**config.mk**
```make
export PLATFORM = sky130hd
export DESIGN_NAME = prod_accumulator
export DESIGN_NICKNAME = d
export VERILOG_FILES = /design/src/rtl/mult_pkg.sv /design/src/rtl/sat_add.sv /design/src/rtl/prod_accumulator.sv
export SDC_FILE = /design/constraint.sdc
export NUM_CORES = 1
export LEC_CHECK = 0
export CORE_MARGIN = 2
export CORE_UTILIZATION = 30
export DETAILED_ROUTE_END_ITERATION = 10
export PLACE_DENSITY_LB_ADDON = 0.25
export SLEW_MARGIN = 5
export SYNTH_ARGS = -nofsm -noshare
export SYNTH_HDL_FRONTEND = slang
export SYNTH_HIERARCHICAL = 1
export SYNTH_SLANG_ARGS = --single-unit
```
**constraint.sdc**
```tcl
create_clock -name clk -period 5.1 [get_ports clk]
set_clock_uncertainty 0.15 [all_clocks]
set_input_delay 0.765 -clock clk [delete_from_list [all_inputs] [get_ports clk]]
set_output_delay 0.765 -clock clk [all_outputs]
set_load 0.02 [all_outputs]
```
**src/rtl/mult_pkg.sv**
```systemverilog
// Shared constants and types for the multiplier / product-accumulation datapath.
//   WIDTH  : multiplier operand width
//   PROD_W : multiplier product width (2*WIDTH+1)
//   ACC_W  : accumulator / result width (>= PROD_W)
//   CNT_W  : term-count width
//   acc_state_t : accumulator control states
package mult_pkg;

  localparam int unsigned WIDTH  = 8;
  localparam int unsigned PROD_W = 2 * WIDTH + 1;
  localparam int unsigned ACC_W  = 24;
  localparam int unsigned CNT_W  = 8;

  typedef enum logic [1:0] {
    IDLE,
    ACCUM,
    HOLD
  } acc_state_t;

endpackage

```
**src/rtl/sat_add.sv**
```systemverilog
// Combinational W-bit unsigned saturating adder.
//   i_a, i_b : addends
//   sum      : a+b, or all ones when the true sum does not fit in W bits
//   sat      : carry-out of the W-bit addition (result clamped)
module sat_add #(
  parameter int unsigned W = mult_pkg::ACC_W
) (
  input  logic [W-1:0] i_a,
  input  logic [W-1:0] i_b,
  output logic [W-1:0] sum,
  output logic         sat
);

  logic [W:0] w_full;

  assign w_full = {1'b0, i_a} + {1'b0, i_b};
  assign sat    = w_full[W];
  assign sum    = w_full[W] ? '1 : w_full[W-1:0];

endmodule

```
**src/rtl/prod_accumulator.sv**
```systemverilog
// Accumulates a programmable number of unsigned multiplier products into one
// saturating dot-product result, delivered through a one-entry output buffer.
//   clk, rst            : clock, asynchronous active-high reset
//   clr                 : synchronous abort of partial sum and pending result
//   prod_in/valid/ready : product input handshake
//   len                 : terms per block, sampled on a block's first term (0 = 2^CNT_W)
//   acc_out/valid/ready : result output handshake
//   ovf                 : result saturated (qualified by acc_valid)
//   busy                : block partially accumulated
module prod_accumulator #(
  parameter  int unsigned WIDTH  = mult_pkg::WIDTH,
  parameter  int unsigned ACC_W  = mult_pkg::ACC_W,
  parameter  int unsigned CNT_W  = mult_pkg::CNT_W,
  localparam int unsigned PROD_W = 2 * WIDTH + 1
) (
  input  logic              clk,
  input  logic              rst,
  input  logic              clr,
  input  logic [PROD_W-1:0] prod_in,
  input  logic              prod_valid,
  output logic              prod_ready,
  input  logic [CNT_W-1:0]  len,
  output logic [ACC_W-1:0]  acc_out,
  output logic              acc_valid,
  input  logic              acc_ready,
  output logic              ovf,
  output logic              busy
);

  import mult_pkg::*;

  acc_state_t       r_state, w_state_d;
  logic [ACC_W-1:0] r_sum, w_sum_d;
  logic [CNT_W-1:0] r_rem, w_rem_d;
  logic             r_ovf, w_ovf_d;

  logic             w_term;
  logic [ACC_W-1:0] w_prod_ext;
  logic [ACC_W-1:0] w_add_sum;
  logic             w_add_sat;

  // Combinational from acc_ready on purpose: lets a pending result drain and
  // the next block's first term enter in the same cycle.
  assign prod_ready = !rst && ((r_state != HOLD) || acc_ready);
  assign w_term     = prod_valid && prod_ready;
  assign w_prod_ext = ACC_W'(prod_in);

  sat_add #(
    .W(ACC_W)
  ) u_sat_add (
    .i_a (r_sum),
    .i_b (w_prod_ext),
    .sum (w_add_sum),
    .sat (w_add_sat)
  );

  always_comb begin
    w_state_d = r_state;
    w_sum_d   = r_sum;
    w_rem_d   = r_rem;
    w_ovf_d   = r_ovf;

    if (clr) begin
      w_state_d = IDLE;
      w_sum_d   = '0;
      w_rem_d   = '0;
      w_ovf_d   = 1'b0;
    end else begin
      unique case (r_state)
        IDLE, HOLD: begin
          // HOLD only reopens once its result is taken.
          if (r_state == HOLD && acc_ready) begin
            w_state_d = IDLE;
          end
          if (w_term) begin
            w_sum_d   = w_prod_ext;
            // len=0 wraps to all ones, giving 2^CNT_W terms.
            w_rem_d   = len - CNT_W'(1);
            w_ovf_d   = 1'b0;
            w_state_d = (len == CNT_W'(1)) ? HOLD : ACCUM;
          end
        end
        ACCUM: begin
          if (w_term) begin
            w_sum_d = w_add_sum;
            w_ovf_d = r_ovf || w_add_sat;
            w_rem_d = r_rem - CNT_W'(1);
            if (r_rem == CNT_W'(1)) begin
              w_state_d = HOLD;
            end
          end
        end
        default: w_state_d = IDLE;
      endcase
    end
  end

  always_ff @(posedge clk or posedge rst) begin
    if (rst) begin
      r_state <= IDLE;
      r_sum   <= '0;
      r_rem   <= '0;
      r_ovf   <= 1'b0;
    end else begin
      r_state <= w_state_d;
      r_sum   <= w_sum_d;
      r_rem   <= w_rem_d;
      r_ovf   <= w_ovf_d;
    end
  end

  assign acc_out   = r_sum;
  assign acc_valid = (r_state == HOLD);
  assign ovf       = r_ovf;
  assign busy      = (r_state == ACCUM);

endmodule

```
* Word-level counts from Yosys, hierarchy flattened
Index checks and enable logic that the tools add are counted.
Widths: inputs -> output; s select.
** Storage, ports and cells
- Memory bits (read-only) :: 0
- Memories :: 0
- Latch bits :: 0
- Memory bits (writable) :: 0
- Bits in registers :: 35
- Output and inout port bits :: 28
** Operators by class
- Equality and inequality tests :: 9
- Mux-type cells :: 20
- Shifts and indexed selects :: 0
- Magnitude comparators :: 0
- Add/sub/neg operators :: 3
- Multipliers :: 0
- Bitwise operators :: 0
- Div/mod/pow operators :: 0
- Reduce and logical (&&, ||, !) cells :: 11
** Operators by type and width (number)
- $mux 24 :: 4
- $pmux 24 s2 :: 1
- $add 24x17->25 :: 1
- $mux 8 :: 3
- $eq 8x1->1 const B :: 2
- $pmux 8 s2 :: 1
- $sub 8x1->8 const B :: 2
- $mux 2 :: 6
- $ne 3x2->1 const B :: 2
- $reduce_and 3->1 :: 2
- $ne 4x4->1 const B :: 1
- $pmux 2 s2 :: 1
- $logic_and 1x1->1 :: 3
- $mux 1 :: 3
- $ne 3x3->1 const B :: 1
- $reduce_bool 3->1 :: 1
- $eq 2x1->1 const B :: 1
- $eq 2x2->1 const B :: 1
- $logic_not 2->1 :: 1
- $logic_or 1x1->1 :: 2
- $ne 2x2->1 const B :: 1
- $pmux 1 s2 :: 1
- $reduce_or 2->1 :: 1
- $logic_not 1->1 :: 1

* Longest topological paths before layout
Gate-level depths: netlist (run 1).
- Depth after elaboration :: 7
- Mapped depth :: 11

* Modules after synthesis
Netlist (run 1), hierarchy kept.
** By module, submodules not included
- prod_accumulator :: instances 1, area each 1966.9 sq um, cells each 221
- sat_add :: instances 1, area each 1579.0 sq um, cells each 221

* Worst setup path before layout (run 1)
No wires, ideal clock.
- Path type :: input-to-reg
- Start :: input prod_in[0]
- End :: register r_sum[21], in the netlist acc_out[21]
- Arrival :: 2732 ps
- Stages on the path :: 10
- Path slack :: 2097 ps
- Library setup time :: 121 ps
- Buffers on the path :: 0
- Cells stage by stage :: ha_1 fa_1 a211oi_2 o211ai_2 a21oi_2 o211a_4 inv_2 nor4_2 nor2_1 a22o_1
** On the way
- Longest elaborated chain between the ends :: 5
** RTL lines
- start, declared :: RTL line prod_accumulator.sv:19 : input logic [PROD_W-1:0] prod_in,
- $add 24x17->25 :: RTL line sat_add.sv:16 : assign w_full = {1'b0, i_a} + {1'b0, i_b};
- named net w_add_sat :: RTL line prod_accumulator.sv:40 : logic w_add_sat;
- $mux 24 :: RTL line sat_add.sv:18 : assign sum = w_full[W] ? '1 : w_full[W-1:0];
- named net w_add_sum[21] :: RTL line prod_accumulator.sv:39 : logic [ACC_W-1:0] w_add_sum;
- $mux 24 :: RTL line prod_accumulator.sv:84 : if (w_term) begin
- $pmux 24 s2 :: RTL line prod_accumulator.sv:69 : unique case (r_state)
- $mux 24 :: RTL line prod_accumulator.sv:63 : if (clr) begin
- end signal, assigned :: RTL line prod_accumulator.sv:106 : r_sum <= w_sum_d;
- end, declared :: RTL line prod_accumulator.sv:33 : logic [ACC_W-1:0] r_sum, w_sum_d;
The timed path passes the listed nets, and every way through them passes these cells. The select of a mux whose other input is x is not followed.
A chain may end at the register's enable or synchronous reset.

* Worst setup path in the final report (run 1)
- Start :: input prod_in[0]
- End :: register r_sum[15], in the netlist acc_out[15]
The elaborated chain is that of the path after synthesis.

==> results of run 1 <==
-- synth_stat cells, types with 3 or more instances --
master,n
and2_1,5
o21a_1,8
and3_1,4
nand3_1,6
buf_2,13
o21ai_0,18
a21oi_1,43
nor2_1,39
nor3_1,12
o21ai_1,4
inv_1,12
a211oi_1,4
nand4_1,6
a22o_1,7
mux2i_1,3
a21o_1,7
xor2_1,6
nand2b_1,7
ha_1,28
a311oi_1,17
xnor2_1,9
nor2b_1,4
o211a_1,3
clkbuf_1,5
nor3b_1,5
o211ai_1,4
nand2_1,71
o31ai_1,3
dfrtp_1,35
-- how the worst max path moves through the flow --
stage | slack (ps) | cells past startpoint | to
after floorplan | 2100 | 10 | acc_out[21]$_DFFE_PP0P_
after global placement | 1260 | 12 | acc_out[15]$_DFFE_PP0P_
after detailed placement | 1150 | 12 | acc_out[15]$_DFFE_PP0P_
after CTS | 1440 | 12 | acc_out[15]$_DFFE_PP0P_
after global routing | 1220 | 12 | acc_out[15]$_DFFE_PP0P_
final | 1460 | 12 | acc_out[15]$_DFFE_PP0P_
-- power by group through the flow --
stage	combinational, mW	sequential (mW)	clock (mW)
floorplan	0.250	0.328	0
CTS	0.378	0.315	0.324
detailed placement	0.376	0.320	0
global placement	0.376	0.319	0
global route	0.420	0.318	0.335
finish	0.377	0.315	0.313
-- flip-flops by register name, indices dropped and copies added (netlist names) --
signal,count
r_rem,8
acc_out,24
r_state,2
ovf,1
-- cell type report --
class / count / area share
well taps: 143 / 0.0409
multi-input cells: 377 / 0.576
flip-flops and latches: 35 / 0.200
repair buffers: 61 / 0.137
inverters: 14 / 0.0120
clock inverters: 3 / 0.00458
clock buffers: 5 / 0.0286
-- critical path, delay by kind of cell --
kind | cells | cell delay [ps]
adder cells (fa/ha/maj) | 2 | 650
AND/OR/NAND/NOR | 3 | 380
AO/OA/AOI/OAI | 5 | 1230
buffers and inverters | 2 | 560
-- layer usage --
| metal | vias up | track usage | routed length, um |
|---|---|---|---|
| li1 | 1738 | - | - |
| met1 | 1649 | 0.227 | 4930 |
| met2 | 84 | 0.287 | 5090 |
| met3 | 15 | 0.0273 | 419 |
| met4 | 0 | 0.0439 | 163 |
| met5 | - | 0 | 0 |
-- metrics by stage --
stage,instance area [sq um],instances
after global placement,4230,630
after floorplan,3570,448
after CTS,4370,638
final,4370,638
after global routing,4370,638
after detailed placement,4230,630
-- cells by family (layout without fill, tap and decap cells) --
family | count (synthesis) | in the layout | synth area share
multiplexers | 3 | 3 | 0.00847
other | 1 | 7 | 0.00106
XOR/XNOR | 15 | 15 | 0.0371
adder cells (fa/ha/maj) | 29 | 29 | 0.104
flip-flops | 35 | 35 | 0.247
buffers and inverters | 36 | 83 | 0.0483
AND/OR/NAND/NOR | 176 | 176 | 0.246
AO/OA/AOI/OAI | 147 | 147 | 0.308
==> impl_metrics.yaml, run 1 <==
routing:
  via_per_inst: 5.46
  drt_iter0_markers: 161
  dr.pass1.iters: 5
  num_vias: 3486
  drt-total-wl_um: 10600
  detail_route.wl_per_cell_um: 16.6
  drc: 0
  antenna_left: 0
finish:
  area_delta_synth_final_pct: 23.4
  nets: 553
  final_cell_mix: "nand2_1 (71), clkdlybuf4s50_1 (57), a21oi_1 (43), nor2_1 (39), dfrtp_1 (35)"
  fillers: 1180
  layout_commonest_cell: "nand2_1"
  final-seq-area_sq_um: 876
  multi_input_area_sq_mm: 0.00252
  antenna_cells: 0
  utilization: 0.381
  layout-drive-gt1-share: 0.0747
timing:
  hold_ws_ps: 387
  setup_ws_ps: 1460
  maxSlewViolCount: 0
  hold_viol_final: 0
  finalSetupViolCount: 0
  rsz0062_at_grt: "false"
  post-route-period-util: 0.713
  timing_worst_slew_pin_value_ps: 1090
  maxSlewHeadroom: 0.270
  fmax_mhz: 275
  min_period_ps: 3640
  setup_tns_ps: 0
floorplanning:
  dieArea_sq_mm: 0.0127
  io_pins: 58
  dieHeight_um: 113
  core_region_area_sq_mm: 0.0115
  chipWidth_um: 113
  start_util: 0.309
  rows: 39
critical_path:
  path_cells: "clkdlybuf4s50_1 -> ha_1 -> fa_1 -> a211oi_2 -> o211ai_2 -> a21oi_2 -> o211a_4 -> inv_2 -> nor4_2 -> nor2_1 -> nand2_1 -> a311oi_1"
  end_kind: "flop"
  reg2reg_to: "acc_out[15]$_DFFE_PP0P_"
  crit_path_start: "prod_in[0]"
  required_ps: 5060
  r2r_slack_ps: 1980
  startpoint_type: "primary input"
  path_max_fanout: 24
  critPathArrivalTime_ps: 3600
  crit_path_max_incr_delay_ps: 440
  reg2reg_from: "acc_out[0]$_DFFE_PP0P_"
  rr_worst_depth: 11
  criticalPathCategory: "in2reg"
  worst_path_max_delay_cell: "clkdlybuf4s50_1"
power:
  power_density_mw_per_mm2: 230
  p_switching_mw: 0.372
  p_seq_frac: 0.313
  power_frac_clock: 0.311
  switching_share: 0.370
  vdd_ir_drop_max_uv: 112
  share_comb_of_total_power: 0.376
  p_leak_nw: 1.84
  p_int_mw: 0.633
  power_mw: 1.01
synth:
  yosysUniqueCellTypes: 68
  synth.top_cell.area_share: 0.247
  synth_area_sq_mm: 0.00355
  synth_seq_area_share: 0.247
  synthCells: 442
  synth-edff-count: 0
  synth_ff_type: "dfrtp_1"
  synth_area_leaders: "dfrtp_1 (25%), ha_1 (9.9%), nand2_1 (7.5%), a21oi_1 (6.1%), a311oi_1 (4.2%)"
  avgSynthCellArea_sq_um: 8.02
  yosys_warnings: 6
  async_flop_share: 1.00
  ys_seq_elements: 35
  yosys.area.top_type: "dfrtp_1"
clock_network:
  clk_pin_slew_ps: 60
  cts_sinks: 35
  cts_tree: "done"
  cts_setup_buffers: 0
  holdBufCountCts: 0
  cts_buffers: 5
  cts-root-buf: "clkbuf_16"
  ctsResizeCount: 0
  cts-htree-levels: 2
  clk_latency_ps: 280
  cts_buffer_depth: 2
global_route:
  grt_pass1_vias: 3453
  grt_util_all_layers: 0.170
  gr-total-overflow: 0
  antenna_found_initial: 0
  grt_max_degree: 46
  grt_pass1_wl_um: 17600
hold_path:
  hold_path_depth: 1
  min_to: "acc_out[22]$_DFFE_PP0P_"
  hp-start: "acc_out[22]$_DFFE_PP0P_"
  hold_path.class: "reg2reg"
flow_run:
  cap_violations: 0
placed_design:
  io_buffers: 57
  place.gp.congestion: 0.889
  dp_hpwl_um: 7870
  pre_cts_slack_ps: 1150
status:
  status: "finished, final reports clean"
Note: power is estimated with default switching activity, not from simulation.
==> run 2: changes to the inputs <==
clock period = 3.1 ns   (was 5.1 ns; I/O delays follow)
==> run 2 against run 1 <==
- sequential share of layout area decreased by 1.5 points
- routed wire length is 3.3% higher
- hold slack barely moved
- critical path type unchanged
- critical endpoint is now acc_out[21]$_DFFE_PP0P_
- largest cell class unchanged
==> impl_metrics.yaml, run 2 (synthesized netlist as in run 1, its figures left out) <==
status:
  status: "finished, final reports clean"
clock_network:
  cts_buffers: 5
  cts_sinks: 35
  cts_setup_buffers: 0
  clk_latency_ps: 280
  cts-root-buf: "clkbuf_16"
  cts_buffer_depth: 2
  clk_pin_slew_ps: 60
  cts-htree-levels: 2
  ctsResizeCount: 0
  holdBufCountCts: 0
  cts_tree: "done"
routing:
  drc: 0
  num_vias: 3622
  antenna_left: 0
  drt_iter0_markers: 173
  via_per_inst: 5.36
  dr.pass1.iters: 4
  drt-total-wl_um: 11000
  detail_route.wl_per_cell_um: 16.2
finish:
  final-seq-area_sq_um: 876
  largest_reg_flops: 24
  final_area_sq_mm: 0.00472
  final_cell_mix: "nand2_1 (71), clkdlybuf4s50_1 (57), a21oi_1 (43), buf_4 (41), nor2_1 (39)"
  nets: 591
  layout_commonest_cell: "nand2_1"
  area_delta_synth_final_pct: 33.1
  fillers: 1153
  stdcell_count: 676
  antenna_cells: 0
  layout-drive-gt1-share: 0.141
  multi_input_area_sq_mm: 0.00252
floorplanning:
  io_pins: 58
  chipWidth_um: 113
  rows: 39
  core_region_area_sq_mm: 0.0115
  dieArea_sq_mm: 0.0127
  dieHeight_um: 113
  start_util: 0.309
power:
  power_mw: 1.88
  vdd_ir_drop_max_uv: 297
  p_leak_nw: 2.06
  power_density_mw_per_mm2: 398
flow_run:
  cap_violations: 0
hold_path:
  hold_path.class: "reg2reg"
global_route:
  gr-total-overflow: 0
  antenna_found_initial: 0
  grt_util_all_layers: 0.173
  grt_max_degree: 36
  grt_pass1_vias: 3602
  grt_pass1_wl_um: 18000
critical_path:
  startpoint_type: "primary input"
  critPathArrivalTime_ps: 2960
  criticalPathCategory: "in2reg"
  end_kind: "flop"
  path_max_fanout: 5
  required_ps: 3120
timing:
  post-route-period-util: 0.949
  hold_ws_ps: 387
  maxSlewViolCount: 0
  fmax_mhz: 340
  min_period_ps: 2940
  rsz0062_at_grt: "false"
  maxSlewHeadroom: 0.455
  finalSetupViolCount: 0
  hold_viol_final: 0
  timing_worst_slew_pin_value_ps: 811
placed_design:
  dpl.cell_count: 668
  dp_hpwl_um: 8340
  placed_area_sq_mm: 0.00453
  io_buffers: 57
  place.gp.congestion: 0.884
## run 2: cell types whose count changed in the layout (fill, tap and decap cells not counted), sizes merged
cell,previous run,this run
buf,4,42
bufinv,0,2
clkinv,1,0
clkinvlp,2,1
## run 2: report_power, final
group	internal (mW)	leakage (nW)	switching, mW
clock	0.462	0.0900	0.226
sequential	0.486	0.473	0.0318
combinational	0.303	1.49	0.371
## run 2: final cells by class
class	instances	area share
Sequential cell	35	0.186
Clock inverter	3	0.0143
Clock buffer	5	0.0265
Timing Repair Buffer	99	0.190
Tap cell	143	0.0379
Multi-Input combinational cell	377	0.534
Inverter	14	0.0111
## run 2: path summary, 6_finish.rpt
kind,start,to,slack (ps),cells past startpoint
worst max-delay path,prod_in[0],acc_out[21]$_DFFE_PP0P_,160,11
worst min-delay path,acc_out[22]$_DFFE_PP0P_,acc_out[22]$_DFFE_PP0P_,390,1
worst max register to register,acc_out[0]$_DFFE_PP0P_,acc_out[21]$_DFFE_PP0P_,360,10
worst min register to register,acc_out[22]$_DFFE_PP0P_,acc_out[22]$_DFFE_PP0P_,390,1
max in group asynchronous,rst,acc_out[1]$_DFFE_PP0P_,1920,3
min in group asynchronous,rst,r_state[0]$_DFFE_PP0P_,530,3
## run 2: per-stage QoR
step	utilization	TNS (ps)	setup slack [ps]
2_1_floorplan	-	0	349
5_1_grt	0.412	0	25.9
3_5_place_dp	0.395	-528	-90.8
4_1_cts	0.412	0	196
6_report	0.412	0	159
3_3_place_gp	0.395	-129	-46.5
## run 2: critical path, cell delays in order
cell,delay [ps]
clkdlybuf4s50_1,440
ha_1,230
fa_1,410
a211oi_2,290
o211ai_2,160
a21oi_2,210
o211a_4,200
inv_2,70
nor4_2,240
nor2_1,70
a22o_1,190
## run 2: per-layer routing
layer	track usage	share of wire	vias up
met2	0.309	0.49	82
li1	-	-	1813
met3	0.0193	0.038	2
met5	0	0	-
met4	0.0293	0.0032	0
met1	0.228	0.47	1725
